[src/rtl/dtree_sched.sv]
// Round-robin front end for a shared decision-tree walk engine: grants one
// requester at a time, launches the walk, waits (bounded) for the leaf result.
module dtree_sched #(
  parameter int N_REQ = 4,
  parameter int IDW   = 2,
  parameter int DW    = 8,
  parameter int NFEAT = 4,
  parameter int TMO   = 255
) (
  input  logic                     clk,
  input  logic                     reset,
  input  logic [N_REQ-1:0]         req_valid_i,
  output logic [N_REQ-1:0]         req_ready_o,
  input  logic [N_REQ*NFEAT*DW-1:0] req_feat_i,
  output logic                     eng_start_o,
  output logic [NFEAT*DW-1:0]      eng_feat_o,
  input  logic                     eng_done_i,
  input  logic [DW-1:0]            eng_y_i,
  output logic                     rsp_valid_o,
  input  logic                     rsp_ready_i,
  output logic [IDW-1:0]           rsp_id_o,
  output logic [DW-1:0]            rsp_y_o,
  output logic                     rsp_err_o,
  output logic                     busy_o
);

  localparam int FW = NFEAT * DW;
  localparam int TW = $clog2(TMO + 1);
  localparam logic [TW-1:0]  TMO_LAST = TW'(TMO - 1);
  localparam logic [IDW-1:0] ID_LAST  = IDW'(N_REQ - 1);

  typedef enum logic [1:0] {IDLE, ISSUE, WAIT, RESP} state_t;

  state_t         state, state_nxt;
  logic [IDW-1:0] rr_ptr;
  logic [IDW-1:0] gnt_id;
  logic           gnt_any;
  logic [TW-1:0]  timer;
  logic           timeout;

  // First valid requester at or above rr_ptr, wrapping modulo N_REQ.
  always_comb begin
    gnt_any = 1'b0;
    gnt_id  = '0;
    for (int i = 0; i < N_REQ; i++) begin
      if (!gnt_any && req_valid_i[(int'(rr_ptr) + i) % N_REQ]) begin
        gnt_any = 1'b1;
        gnt_id  = IDW'((int'(rr_ptr) + i) % N_REQ);
      end
    end
  end

  assign timeout = (timer == TMO_LAST);

  always_ff @(posedge clk) begin
    if (reset) state <= IDLE;
    else       state <= state_nxt;
  end

  always_comb begin
    state_nxt = state;
    case (state)
      IDLE:    if (gnt_any) state_nxt = ISSUE;
      ISSUE:   state_nxt = WAIT;
      WAIT:    if (eng_done_i || timeout) state_nxt = RESP;
      RESP:    if (rsp_ready_i) state_nxt = IDLE;
      default: state_nxt = IDLE;
    endcase
  end

  always_comb begin
    req_ready_o = '0;
    eng_start_o = 1'b0;
    rsp_valid_o = 1'b0;
    busy_o      = 1'b1;
    case (state)
      IDLE: begin
        busy_o = 1'b0;
        if (gnt_any && !reset) req_ready_o[gnt_id] = 1'b1;
      end
      ISSUE:   eng_start_o = 1'b1;
      RESP:    rsp_valid_o = 1'b1;
      default: ;
    endcase
  end

  // Capture at grant, timer during the walk, result latched on done or abort.
  always_ff @(posedge clk) begin
    if (reset) begin
      rr_ptr     <= '0;
      timer      <= '0;
      eng_feat_o <= '0;
      rsp_id_o   <= '0;
      rsp_y_o    <= '0;
      rsp_err_o  <= 1'b0;
    end else begin
      case (state)
        IDLE: begin
          if (gnt_any) begin
            eng_feat_o <= req_feat_i[int'(gnt_id)*FW +: FW];
            rsp_id_o   <= gnt_id;
            rr_ptr     <= (gnt_id == ID_LAST) ? '0 : gnt_id + IDW'(1);
          end
        end
        ISSUE: timer <= '0;
        WAIT: begin
          // done has priority over a timeout in the same cycle
          if (eng_done_i) begin
            rsp_y_o   <= eng_y_i;
            rsp_err_o <= 1'b0;
          end else if (timeout) begin
            rsp_y_o   <= '0;
            rsp_err_o <= 1'b1;
          end else begin
            timer <= timer + TW'(1);
          end
        end
        default: ;
      endcase
    end
  end

endmodule

[config.mk]
export PLATFORM = sky130hd
export DESIGN_NAME = dtree_sched
export DESIGN_NICKNAME = d
export VERILOG_FILES = /design/src/rtl/dtree_sched.sv
export SDC_FILE = /design/constraint.sdc
export NUM_CORES = 1
export LEC_CHECK = 0
export CAP_MARGIN = 0
export CORE_ASPECT_RATIO = 2
export CORE_MARGIN = 1
export CORE_UTILIZATION = 39
export CTS_CLUSTER_DIAMETER = 200
export CTS_CLUSTER_SIZE = 12
export DETAILED_ROUTE_END_ITERATION = 10
export DONT_BUFFER_PORTS = 1
export SYNTH_ARGS = -nofsm -noshare
export SYNTH_HDL_FRONTEND = slang
export SYNTH_SLANG_ARGS = --single-unit
[constraint.sdc]
create_clock -name clk -period 2.2 [get_ports clk]
set_input_delay 0.44 -clock clk [delete_from_list [all_inputs] [get_ports clk]]
set_output_delay 0.44 -clock clk [all_outputs]
set_load 0.02 [all_outputs]
== Word-level counts from Yosys, hierarchy flattened ==
Index checks and enable logic that the tools add are counted.
Widths: inputs -> output; s select.

* Add/sub/neg operators: 5
* $lt $le $gt $ge: 6
* Eq/ne operators: 10
* Shift operators: 1
* Multiplexer cells: 38
* Bitwise operators: 3
* Reduce and logical (&&, ||, !) cells: 20

{| class="wikitable"
|+ Operator list
! operator !! number
|-
| $shiftx 128x8->32 || 1
|-
| $mux 8 || 4
|-
| $mux 1 || 17
|-
| $mux 2 || 8
|-
| $pmux 8 s2 || 1
|-
| $lt 3x4->1 const B || 3
|-
| $ne 2x2->1 const B || 5
|-
| $add 8x1->8 const B || 1
|-
| $bmux 1 s2 || 4
|-
| $eq 8x8->1 const B || 1
|-
| $mux 4 || 2
|-
| $pmux 2 s4 || 1
|-
| $eq 2x2->1 const B || 3
|-
| $lt 2x3->1 const B || 2
|-
| $reduce_and 3->1 || 2
|-
| $reduce_or 2->1 || 3
|-
| $logic_and 1x1->1 || 5
|-
| $add 2x1->2 const B || 2
|-
| $add 2x2->2 const B || 2
|-
| $logic_not 1->1 || 4
|-
| $reduce_and 2->1 || 2
|-
| $reduce_bool 2->1 || 2
|-
| $and 1x1->1 const A || 3
|-
| $demux 1 s2 || 1
|-
| 4 further kinds || 4
|}

* Bits in registers: 55
* Output and inout bits: 50
* Word-level logic and storage cells: 90

== Longest topological paths before layout ==
* Depth after elaboration: 20
* Depth in mapped cells: 8
* Depth with buffers taken out: 7

== Worst setup path after synthesis ==
No wires, ideal clock.

* Kind: reg2reg
* From: reg state[0]
* To: reg eng_feat_o[24]
* Setup time: 0.122 ns
* Arrival: 1.933 ns
* Data required time: 2.078 ns
* Slack: 0.146 ns
* Cell stages (with the launch flop): 9
* Buffers on the path: 1
* Clock period less this slack: 2.054 ns
* Cell sequence: dfxtp_1 > inv_1 > ha_1 > inv_1 > nor2_1 > o2111a_2 > buf_4 > a221o_1 > a221o_1

* Longest elaborated chain between the ends: 2

{| class="wikitable"
|+ Ends and longest elaborated chain
! element !! RTL line !! source
|-
| from (decl) || 34 || <nowiki>state_t state, state_nxt;</nowiki>
|-
| from (signal assigned) || 57 || <nowiki>else state <= state_nxt;</nowiki>
|-
| $logic_not 2->1 || 97 || <nowiki>case (state)</nowiki>
|-
| $reduce_and 2->1 (no line) || - ||
|-
| to (signal assigned) || 100 || <nowiki>eng_feat_o <= req_feat_i[int'(gnt_id)*FW +: FW];</nowiki>
|-
| to (decl) || 16 || <nowiki>output logic [NFEAT*DW-1:0] eng_feat_o,</nowiki>
|}

No other way between the ends.
A chain may end at the register's enable or synchronous reset.

== Final worst setup path ==
* From: reg state[0]
* To: reg eng_feat_o[22]

The elaborated chain is that of the path after synthesis.

==> out/metrics.yaml <==
routing:
  wl_per_cell_um: 23.81
  antenna_left: 0
  drt_pre_antenna_iters: 4
  via_count: 2497
  drcViolationCount: 0
  viasPerCell: 6.588
  routed_wl_mm: 9.023
  first_iter_violations: 86
power_and_ir_drop:
  p_switching_w: 0.001971
  seq_power_share_pct: 44.3
  p_clk_share_pct: 17.1
  intPower_w: 0.002683
  power.share.switching_pct: 42.35
  vdd_drop_max_mv: 0.6465
  power_frac_comb_pct: 38.6
  leakage_nw: 1.238
  cellPowerDensity_mw_per_mm2: 1422
final_layout:
  diodes: 0
  final_area_mm2: 0.003273
  nets: 437
  area_delta_synth_final_pct: 13.15
  drive_above_1_share_pct: 14.98
global_route:
  grt_use_total_pct: 19.94
  antenna_found_initial: 0
  grt_max_degree: 34
  grt_pass1_wl_mm: 11.72
  grt_pass1_vias: 2350
  grt.overflow.total: 0
cts:
  insertion_delay_ns: 0.29
  clockRootBuffer: "clkbuf_16"
  htreeDepth: 2
  cts.clk_slew.worst_paths_ns: 0.07
  cts_hold_buffers: 0
  clock-sinks: 55
  cts_buffers: 5
  cts_buffer_depth: 2
  cts_tree: "yes"
flow_run:
  maxCapViolCount: 0
synth:
  ys_seq_elements: 55
  syn_nets: 436
  yosys.area.top_type: "dfxtp_1"
  synth_common_cells: "a221o_1 (64), dfxtp_1 (55), and2_0 (25), nor2_1 (18), a21oi_1 (12)"
  yosys_warnings: 0
  seq_area_frac_synth_pct: 38.06
  synthDistinctLibCells: 44
  yosys-top-cells-area: "dfxtp_1 (38%), a221o_1 (22%), and2_0 (5.4%)"
  async_flop_share_pct: 0
  synth-edff-count: 0
  yosysTopAreaCellShare_pct: 38.06
  ys.flop_type: "dfxtp_1"
  yosysMostFrequentCell: "a221o_1"
  avgSynthCellArea_um2: 10.15
  netlist_area_mm2: 0.002893
  synth_cells: 285
floorplan:
  die-area_mm2: 0.007787
  core_area_mm2: 0.007212
  fp.dieW_um: 62.90
  start_util_pct: 40.11
  row_count: 44
  die_h_um: 123.8
  pin_count: 194
critical_path:
  endpoint: "eng_feat_o[22]$_SDFFE_PP0P_"
  crit_chain: "inv_1 > ha_4 > nor4bb_4 > a22o_2 > and2_0 > a221o_1 > a221o_1"
  critPathMaxStageDelay_ns: 0.40
  crit_required_ns: 2.38
  cp_max_fo: 16
  crit_family: "compound AO/OA/AOI/OAI gates"
  endpoint_kind: "flip-flop"
  arrival_ns: 2.28
  cp-startpoint: "state[0]$_SDFFE_PP0P_"
  reg2reg_slack_ns: 0.1
  critPathLaunchType: "flip-flop"
  critPathBufInv: 1
  ff2ff_path_depth: 7
  crit_path_frequent_cell: "a221o_1"
  cp.depth: 7
  critical_path_class: "reg -> reg"
  crit_slowest_cell: "a22o_2"
  r2r-end: "eng_feat_o[22]$_SDFFE_PP0P_"
  rr_startpoint: "state[0]$_SDFFE_PP0P_"
place:
  place.gp.congestion: 0.9484
  dp_hpwl_mm: 6.027
  portBuffers: 0
  dpl-instance-area_mm2: 0.002968
sta:
  skew_ns: 0.006717
  finalMaxSlewViolations: 0
  tightestPinTransition_ns: 0.5519
  rsz0062_at_grt: "no"
  whs_ns: 0.2103
  relSlewSlack_pct: 63.07
  hold_viol: 0
  fin_crit_ns: 2.101
  finalSetupViolations: 0
  clock.fmax_mhz: 475.9
  post-route-period-util_pct: 95.51
worst_hold_path:
  hold_depth: 1
  hp-class: "in -> reg"
run_status:
  status: "finished clean"
[worst min path at each step]
| stage | startpoint | end | slack, ns |
|---|---|---|---|
| floorplan | timer[7]$_SDFFE_PP0P_ | timer[7]$_SDFFE_PP0P_ | 0.46 |
| global placement | timer[7]$_SDFFE_PP0P_ | timer[7]$_SDFFE_PP0P_ | 0.47 |
| detailed placement | timer[7]$_SDFFE_PP0P_ | timer[7]$_SDFFE_PP0P_ | 0.48 |
| CTS | reset | rr_ptr[1]$_SDFFE_PP0P_ | 0.20 |
| global route | reset | rr_ptr[1]$_SDFFE_PP0P_ | 0.20 |
| finish | reset | timer[6]$_SDFFE_PP0P_ | 0.21 |
[timing repair]
item / in CTS / in global routing
gates cloned: 2 / 2
pin swaps: 3 / 4
setup endpoints to repair: 4 / 4
buffers inserted: 2 / 0
gates resized for setup: 5 / 8
[flip-flops by register name, indices dropped and copies added, names as in the netlist]
signal      flops
rsp_err_o       1
timer           8
state           2
eng_feat_o     32
rsp_y_o         8
rsp_id_o        2
rr_ptr          2
[power groups by stage]
stage	clock, W	combinational, W	sequential (W)
final	0.000795	0.00180	0.00206
after global routing	0.000858	0.00195	0.00210
after CTS	0.000831	0.00170	0.00205
after detailed placement	0	0.00160	0.00207
after global placement	0	0.00157	0.00207
after floorplan	0	0.00133	0.00195
[kinds of logic after synthesis]
kind of cell	count (synthesis)	share of synthesized area, %
adders and majority gates	7	3.028
and+or+nand+nor	82	17.65
buffers and inverters	28	6.358
muxes	5	1.730
DFF	55	38.06
xor gates and xnor gates	2	0.6056
AOI/OAI and AO/OA	106	32.57
[layout by cell type, fill, tap and decap left out, types with 3 or more instances in the layout]
cell,count
nand3_1,4
nor2_1,17
a211oi_1,3
dfxtp_1,53
nand2b_1,3
a22o_1,8
a221o_1,64
and2_0,25
o21a_1,3
buf_4,7
clkbuf_16,5
buf_12,4
nand4_1,3
inv_1,6
nand2_1,3
a21oi_1,12
mux2i_1,5
o21ai_0,6
ha_1,6
and2_1,8
nor2b_1,3
[through the flow]
stage / setup WS, ns / utilization, % / power (W) / TNS (ns) / std cells
after floorplan: 0.1456 / - / 0.003278 / 0 / 285
after global placement: 0.1006 / 41.15 / 0.003646 / 0 / 365
after detailed placement: 0.05589 / 41.15 / 0.003669 / 0 / 365
after CTS: -0.001245 / 44.48 / 0.004585 / -0.001245 / 377
after global routing: 0.002413 / 45.39 / 0.004905 / 0 / 379
final: 0.09883 / 45.39 / 0.004655 / 0 / 379
[cell type report]
class	instances	area, um^2
Tap cell	92	115.1
Inverter	7	26.28
Sequential cell	55	1106
Fill cell	672	3939
Clock buffer	5	125.1
Timing Repair Buffer	13	197.7
Multi-Input combinational cell	204	1679
Clock inverter	3	23.77
[layer usage]
layer,up-vias,part of all wire [%],track usage (%)
met3,19,6.2,4.396
met2,146,54,38.84
li1,1133,-,-
met5,-,0,0
met1,1199,36,18.72
met4,0,3.0,11.05
Note: power is estimated with default switching activity, not from simulation.
